### src/rtl/pc_stack_unit_if.sv
// Command and status bundle between a sequencer and pc_stack_unit.
// Commands are sampled on the rising clock edge; status is registered or derived from registers.
// There is no backpressure: every command is accepted in the cycle it is sampled.
interface pc_stack_unit_if #(
    parameter int ADDR_W = 13,
    parameter int DEPTH  = 4
);
    localparam int CNT_W = $clog2(DEPTH + 1);

    logic              cen;
    logic              ld;
    logic              call;
    logic              ret;
    logic [ADDR_W-1:0] in;
    logic [ADDR_W-1:0] out;
    logic [CNT_W-1:0]  cnt;
    logic              empty;
    logic              full;
    logic              err_ovf;
    logic              err_unf;

    modport master (
        output cen, ld, call, ret, in,
        input  out, cnt, empty, full, err_ovf, err_unf
    );

    modport slave (
        input  cen, ld, call, ret, in,
        output out, cnt, empty, full, err_ovf, err_unf
    );
endinterface

### src/rtl/pc_stack_unit.sv
// Program counter with a return-address stack (increment, jump, call, return).
// Latency: one edge from a command to out/cnt/flags; no combinational path from commands to out.
// No backpressure: full/empty misuse is flagged (err_ovf/err_unf). Define PC_STACK_CIRC_EN for a circular stack.
module pc_stack_unit #(
    parameter int ADDR_W = 13,
    parameter int DEPTH  = 4
) (
    input  logic           clk,
    input  logic           rst,
    pc_stack_unit_if.slave bus
);
    localparam int CNT_W = $clog2(DEPTH + 1);
    localparam int IDX_W = (DEPTH > 1) ? $clog2(DEPTH) : 1;

    logic [ADDR_W-1:0] out_q, out_d;
    logic [CNT_W-1:0]  cnt_q, cnt_d;
    logic              err_unf_q, err_unf_d;
    logic [ADDR_W-1:0] stack_q [DEPTH];

    logic              full, empty;
    logic              push_en;
    logic [IDX_W-1:0]  push_idx;
    logic [IDX_W-1:0]  top_idx;
    logic [ADDR_W-1:0] ret_addr;

    assign full     = (cnt_q == CNT_W'(DEPTH));
    assign empty    = (cnt_q == '0);
    assign ret_addr = stack_q[top_idx];

`ifdef PC_STACK_CIRC_EN
    // Write pointer marks the next slot; when full it also marks the oldest entry.
    logic [IDX_W-1:0] wp_q, wp_d;
    logic [IDX_W-1:0] wp_inc;

    assign push_idx = wp_q;
    assign top_idx  = (wp_q == '0) ? IDX_W'(DEPTH - 1) : IDX_W'(wp_q - 1'b1);
    assign wp_inc   = (wp_q == IDX_W'(DEPTH - 1)) ? '0 : IDX_W'(wp_q + 1'b1);
    assign bus.err_ovf = 1'b0;
`else
    // Linear stack: the fill count doubles as the write index.
    logic err_ovf_q, err_ovf_d;

    assign push_idx    = cnt_q[IDX_W-1:0];
    assign top_idx     = IDX_W'(cnt_q - 1'b1);
    assign bus.err_ovf = err_ovf_q;
`endif

    // Resolve the single winning command (ret > call > ld > cen) into next state.
    always_comb begin
        out_d     = out_q;
        cnt_d     = cnt_q;
        err_unf_d = err_unf_q;
        push_en   = 1'b0;
`ifdef PC_STACK_CIRC_EN
        wp_d      = wp_q;
`else
        err_ovf_d = err_ovf_q;
`endif
        if (bus.ret) begin
            if (!empty) begin
                out_d = ret_addr;
                cnt_d = CNT_W'(cnt_q - 1'b1);
`ifdef PC_STACK_CIRC_EN
                wp_d  = top_idx;
`endif
            end else begin
                err_unf_d = 1'b1;
            end
        end else if (bus.call) begin
            if (!full) begin
                push_en = 1'b1;
                out_d   = bus.in;
                cnt_d   = CNT_W'(cnt_q + 1'b1);
`ifdef PC_STACK_CIRC_EN
                wp_d    = wp_inc;
`endif
            end else begin
`ifdef PC_STACK_CIRC_EN
                // Overwrite the oldest entry; the count stays saturated at DEPTH.
                push_en = 1'b1;
                out_d   = bus.in;
                wp_d    = wp_inc;
`else
                err_ovf_d = 1'b1;
`endif
            end
        end else if (bus.ld) begin
            out_d = bus.in;
        end else if (bus.cen) begin
            out_d = ADDR_W'(out_q + 1'b1);
        end
    end

    // Control state registers with synchronous reset; reset aborts any command.
    always_ff @(posedge clk) begin
        if (rst) begin
            out_q     <= '0;
            cnt_q     <= '0;
            err_unf_q <= 1'b0;
`ifdef PC_STACK_CIRC_EN
            wp_q      <= '0;
`else
            err_ovf_q <= 1'b0;
`endif
        end else begin
            out_q     <= out_d;
            cnt_q     <= cnt_d;
            err_unf_q <= err_unf_d;
`ifdef PC_STACK_CIRC_EN
            wp_q      <= wp_d;
`else
            err_ovf_q <= err_ovf_d;
`endif
        end
    end

    // Return-address storage; contents are not reset, only writes are gated by reset.
    always_ff @(posedge clk) begin
        if (!rst && push_en) begin
            stack_q[push_idx] <= ADDR_W'(out_q + 1'b1);
        end
    end

    assign bus.out     = out_q;
    assign bus.cnt     = cnt_q;
    assign bus.empty   = empty;
    assign bus.full    = full;
    assign bus.err_unf = err_unf_q;
endmodule

### src/flat_wrapper.sv
// flat-port wrapper written by rule: the top's interface ports become plain ports
module pc_stack_unit_flat 
#(
    parameter int ADDR_W = 13,
    parameter int DEPTH  = 4
)
  (clk, rst, bus_cen, bus_ld, bus_call, bus_ret, bus_in, bus_out, bus_cnt, bus_empty, bus_full, bus_err_ovf, bus_err_unf);
  pc_stack_unit_if #(.ADDR_W(ADDR_W), .DEPTH(DEPTH)) bus_i ();
  input  logic clk;
  input  logic rst;
  input wire logic [$bits(bus_i.cen)-1:0] bus_cen;
  input wire logic [$bits(bus_i.ld)-1:0] bus_ld;
  input wire logic [$bits(bus_i.call)-1:0] bus_call;
  input wire logic [$bits(bus_i.ret)-1:0] bus_ret;
  input wire logic [$bits(bus_i.in)-1:0] bus_in;
  output wire logic [$bits(bus_i.out)-1:0] bus_out;
  output wire logic [$bits(bus_i.cnt)-1:0] bus_cnt;
  output wire logic [$bits(bus_i.empty)-1:0] bus_empty;
  output wire logic [$bits(bus_i.full)-1:0] bus_full;
  output wire logic [$bits(bus_i.err_ovf)-1:0] bus_err_ovf;
  output wire logic [$bits(bus_i.err_unf)-1:0] bus_err_unf;
  assign bus_i.cen = bus_cen;
  assign bus_i.ld = bus_ld;
  assign bus_i.call = bus_call;
  assign bus_i.ret = bus_ret;
  assign bus_i.in = bus_in;
  assign bus_out = bus_i.out;
  assign bus_cnt = bus_i.cnt;
  assign bus_empty = bus_i.empty;
  assign bus_full = bus_i.full;
  assign bus_err_ovf = bus_i.err_ovf;
  assign bus_err_unf = bus_i.err_unf;
  pc_stack_unit #(.ADDR_W(ADDR_W), .DEPTH(DEPTH)) u_core (.clk(clk), .rst(rst), .bus(bus_i));
endmodule
### config.mk
export PLATFORM = sky130hd
export DESIGN_NAME = pc_stack_unit_flat
export DESIGN_NICKNAME = d
export VERILOG_FILES = /design/src/rtl/pc_stack_unit_if.sv /design/src/rtl/pc_stack_unit.sv /design/src/flat_wrapper.sv
export SDC_FILE = /design/constraint.sdc
export NUM_CORES = 1
export LEC_CHECK = 0
export BUFFER_PORTS_ARGS = -buffer_cell sky130_fd_sc_hd__buf_2
export CELL_PAD_IN_SITES_DETAIL_PLACEMENT = 1
export CELL_PAD_IN_SITES_GLOBAL_PLACEMENT = 1
export CORE_UTILIZATION = 51
export CTS_CLUSTER_SIZE = 40
export DETAILED_ROUTE_END_ITERATION = 12
export MAX_ROUTING_LAYER = met4
export PLACE_DENSITY_LB_ADDON = 0.1
export SYNTH_ARGS = -nofsm -noshare
export SYNTH_HDL_FRONTEND = slang
export SYNTH_SLANG_ARGS = --single-unit
export TNS_END_PERCENT = 1
### constraint.sdc
create_clock -name clk -period 3.9 [get_ports clk]
set_input_delay 0.39 -clock clk [delete_from_list [all_inputs] [get_ports clk]]
set_output_delay 0.39 -clock clk [all_outputs]
set_load 0.1 [all_outputs]
---- Word level (Yosys, flattened, before mapping) ----
Memory sizes are Yosys's and may differ from the RTL's.
Index checks and enable logic that the tools add are counted.
operators by class
  muxes and demuxes ....................... 15
  reductions and logical operators ........ 9
  equal/unequal tests ..................... 4
  add/subtract/negate cells ............... 3
  bitwise logic cells ..................... 1
operator list
  kind                                                                number
  13-bit 2-to-1 mux                                                   6
  13-bit by 1-bit adder with 13-bit output, second input constant     1
  3-bit 2-to-1 mux                                                    4
  3-bit AND reduction                                                 3
  1-bit 2-to-1 mux                                                    5
  2-bit inequality test, second input constant                        2
  4-bit nonzero test                                                  1
  3-bit by 1-bit adder with 3-bit output, second input constant       1
  3-bit equality test, second input constant                          1
  3-bit logical NOT                                                   1
  3-bit inequality test, second input constant                        1
  3-bit by 1-bit subtractor with 3-bit output, second input constant  1
  2-bit AND reduction                                                 1
  2-bit nonzero test                                                  1
  1-bit logical AND                                                   1
  1-bit logical NOT                                                   1
  1-bit inverter                                                      1
storage, ports and cells
  memories ................................ 1
  memory bits (writable) .................. 52
  bits in registers ....................... 18
  output and inout port bits .............. 20
  word-level logic and storage cells ...... 37
memories
  memory          words  bits a word  rd ports  clocked after Yosys merged registers in  wr ports  line                 RTL
  u_core.stack_q  4      13           1         0                                        1         pc_stack_unit.sv:18  logic [ADDR_W-1:0] stack_q [DEPTH];

---- Longest topological paths before layout ----
  word-level depth ........................ 7
  mapped depth ............................ 9
  gate-level depth less buffers ........... 6

---- Least setup slack after synthesis ----
OpenSTA, ideal clock, no wires.
  kind .................................... register to register
  from .................................... register u_core.cnt_q[0] (netlist: u_core.bus.cnt[0])
  to ...................................... memory u_core.stack_q[0][0], enable pin
  library setup time ...................... 0.361 ns
  setup slack ............................. 0.102 ns
  arrival ................................. 3.437 ns
  path buffers ............................ 2
  stages on the path, launching flop included .. 8
  required time ........................... 3.539 ns
  path through ............................ dfxtp_1 -> buf_2 -> buf_2 -> inv_1 -> ha_1 -> and2_1 -> nor4b_1 -> and2_1
on the way
  word-level cells in the longest chain between the ends .. 7
RTL lines
  item                                    line                  RTL
  from (decl)                             pc_stack_unit.sv:16   logic [CNT_W-1:0] cnt_q, cnt_d;
  from (signal assigned)                  pc_stack_unit.sv:107  cnt_q <= cnt_d;
  3-bit equality test                     pc_stack_unit.sv:26   assign full = (cnt_q == CNT_W'(DEPTH));
  via bus_full                            flat_wrapper.sv:19    output wire logic [$bits(bus_i.full)-1:0] bus_full;
  1-bit 2-to-1 mux                        pc_stack_unit.sv:70   if (!full) begin
  1-bit 2-to-1 mux                        pc_stack_unit.sv:69   end else if (bus.call) begin
  1-bit 2-to-1 mux                        pc_stack_unit.sv:59   if (bus.ret) begin
  1-bit logical AND                       pc_stack_unit.sv:119  if (!rst && push_en) begin
  1-bit 2-to-1 mux                        pc_stack_unit.sv:119
  1-bit 2-to-1 mux (not written as such)  pc_stack_unit.sv:120  stack_q[push_idx] <= ADDR_W'(out_q + 1'b1);
  to (decl)                               pc_stack_unit.sv:18
The timed path passes the listed nets, and every way through them passes these cells.

---- Worst setup path after layout ----
  from .................................... register u_core.cnt_q[0] (netlist: u_core.bus.cnt[0])
  to ...................................... memory u_core.stack_q[1][2], enable pin
on the way
  word-level cells in the longest chain between the ends .. 7
RTL lines
  item                                    line
  3-bit equality test                     pc_stack_unit.sv:26
  1-bit 2-to-1 mux                        pc_stack_unit.sv:70
  1-bit 2-to-1 mux                        pc_stack_unit.sv:69
  1-bit 2-to-1 mux                        pc_stack_unit.sv:59
  1-bit logical AND                       pc_stack_unit.sv:119
  1-bit 2-to-1 mux                        pc_stack_unit.sv:119
  1-bit 2-to-1 mux (not written as such)  pc_stack_unit.sv:120
Several ways; a longest one is shown, not always the timed one.

==> impl_metrics.toml <==
[synthesis]
yosysWarningCount = 0
synth_most_common_cell = "edfxtp_1"
async_reset_ff_frac = 0
yosysTopAreaCell = "edfxtp_1"
yosysSeqAreaShare = 0.5801
syn_area_per_cell_um2 = 13.47
synth_edf_count = 52
yosysUniqueCellTypes = 54
synth.top_cells.by_count = "52 x edfxtp_1, 18 x dfxtp_1, 15 x a21oi_1, 13 x mux4_2, 12 x nor2_1"
syn_inst = 246
synth_area_mm2 = 0.003313
synth_area_leaders = "edfxtp_1 47%, dfxtp_1 11%, mux4_2 8.8%"
synth_top_area_frac = 0.4713
syn-num-nets = 271
synthFlopType = "edfxtp_1"
ys_ff_latch = 70

[floorplanning]
die_h_um = 82.60
die_w_um = 82.60
row_count = 29
start_util = 0.5248
io-pin-count = 39
coreArea_mm2 = 0.006314
dieArea_mm2 = 0.006823

[clocking]
htreeDepth = 3
cts_hold_buf = 0
cts-buffers-inserted = 9
cts_root_buf = "clkbuf_8"
clock_path_buffers = 2
cts_tree = "done"
post_cts_buffers = 0
post_cts_resized = 0
clk_latency_ns = 0.35
path_clk_slew_ns = 0.09
cts.sinks = 70

[detailed_routing]
wl_met1_mm = 3.934
wire_per_inst_um = 24.77
vias = 2330
wl_mm = 9.065
drtAntennaViolNets = 0
met2WireLength_mm = 4.454
top_layer_used = "met4"
drtPass1Iterations = 4
viasPerCell = 6.366
drc = 0
drt-initial-drc-count = 180
dr_wl_met3_um = 568

[power]
seqPwrFrac = 0.334
internal_power_mw = 1.795
p_sw_frac = 0.4630
ir_drop_v = 0.0007371
p_comb_frac = 0.454
power_mw = 3.343
p_leak_nw = 1.357
clockPowerShare = 0.212
cellPowerDensity_mw_per_mm2 = 885.2
p_switching_mw = 1.548

[timing]
rsz0062_at_grt = "no"
worst_slew_pin_slew_ns = 0.7307
setup_viol = 0
relSlewSlack = 0.5129
whs_ns = 0.4292
finalCritPeriodShare = 0.7066
hold_viol = 0
period_minus_slack_ns = 2.756
max_freq_ghz = 0.3629
final.setup.tns_ns = 0
fin_skew_ns = 0.01459
finalMaxSlewViolations = 0

[finish]
nFillCells = 652
drive_above_1_share = 0.2734
antennaDiodeCount = 0
syn_to_final_growth_pct = 13.97
fin_util = 0.5981
nets = 309

[worst_setup_path]
end_kind = "register"
cp_max_fo = 17
cp.arrival_ns = 2.73
cp-start-kind = "register"
required_ns = 3.87
path_class = "reg2reg"

[grt]
grt_pass1_wl_mm = 13.17
grt_overflow = 0
grtUsageTotal = 0.2969
grt_max_degree = 31
antenna_found_initial = 0
grt_pass1_vias = 2274

[placed_design]
io_buffers = 38
routabilityCongestion = 0.8154
dp_hpwl_mm = 5.806

[worst_hold_path]
hold_path_class = "in2reg"

[job]
drv_cap = 0

[status]
status = "completed"
[layout make-up]
cell class	count	area [µm²]	share of cell area
repair buffers	41	212.7	0.05633
well taps	77	96.34	0.02551
clock buffers	9	123.9	0.03280
inverters	9	33.78	0.008946
clock inverters	7	112.6	0.02982
flip-flops and latches	70	1922	0.5089
multi-input cells	153	1275	0.3376
[cell usage in the layout (no fill, tap or decap), types with 3 or more instances in the layout]
master     count
clkbuf_8       9
a21oi_1       15
ha_1           6
o211ai_1       5
xnor2_1        4
mux4_2        13
xor2_1         6
edfxtp_1      52
or3_1          7
a311o_1        4
inv_1          9
a221oi_1       3
o21ai_1        8
bufinv_16      3
nand3_1        3
buf_4          3
dfxtp_1       18
nor2_1        12
buf_2         38
nand2_1       10
nor3_1         4
o21ai_0        9
and2_1         5
[layer usage]
layer,vias up,track usage
li1,1036,-
met1,1193,0.3793
met2,88,0.4661
met3,13,0.07473
met4,0,0.09655
met5,-,-
[worst max-delay path, cell delays in order, from the launching register on]
cell	delay (ns)
dfxtp_1	0.32
buf_4	0.30
inv_1	0.17
ha_1	0.30
and2_1	0.20
nor4b_1	0.42
and2_1	0.68
[cells by family after synthesis]
logic type	after synthesis	share of synthesized area
buf+inv	23	0.03512
simple gates	61	0.1099
flops	70	0.5801
fa+ha+maj	6	0.02266
mux	16	0.09819
xor+xnor	10	0.02643
compound gates	60	0.1276
[sequential cells by signal, summed over array words and instances (netlist names)]
| name | flops |
|---|---|
| u_core.bus.cnt | 3 |
| u_core.bus.err_ovf | 1 |
| u_core.bus.err_unf | 1 |
| u_core.bus.out | 13 |
| u_core.stack_q | 52 |
[metrics by stage]
step	cells	setup WS, ns	area [µm²]
after global placement	350	1.297	3540
after global routing	366	0.8008	3776
after floorplan	246	0.1021	3313
final	366	1.144	3776
after CTS	366	1.111	3776
after detailed placement	350	1.171	3540
[power by group through the flow]
stage	clock [mW]	sequential, mW	combinational [mW]
5_1_grt	0.737	1.13	1.61
3_5_place_dp	0	1.13	1.51
4_1_cts	0.707	1.11	1.52
2_1_floorplan	0	1.60	0.724
3_3_place_gp	0	1.12	1.49
6_report	0.709	1.12	1.52
[worst paths after layout]
path | from | end | slack (ns) | cells past startpoint
max reg2reg | u_core.bus.cnt[0]$_SDFFE_PP0P_ | u_core.stack_q[1][2]$_DFFE_PP_ | 1.14 | 6
min reg2reg | u_core.bus.err_unf$_SDFFE_PP0N_ | u_core.bus.err_unf$_SDFFE_PP0N_ | 0.45 | 2
max | u_core.bus.cnt[0]$_SDFFE_PP0P_ | u_core.stack_q[1][2]$_DFFE_PP_ | 1.14 | 6
min | bus_in[12] | u_core.bus.out[12]$_SDFFE_PP0P_ | 0.43 | 3
Power figures use the tool's default switching activity.
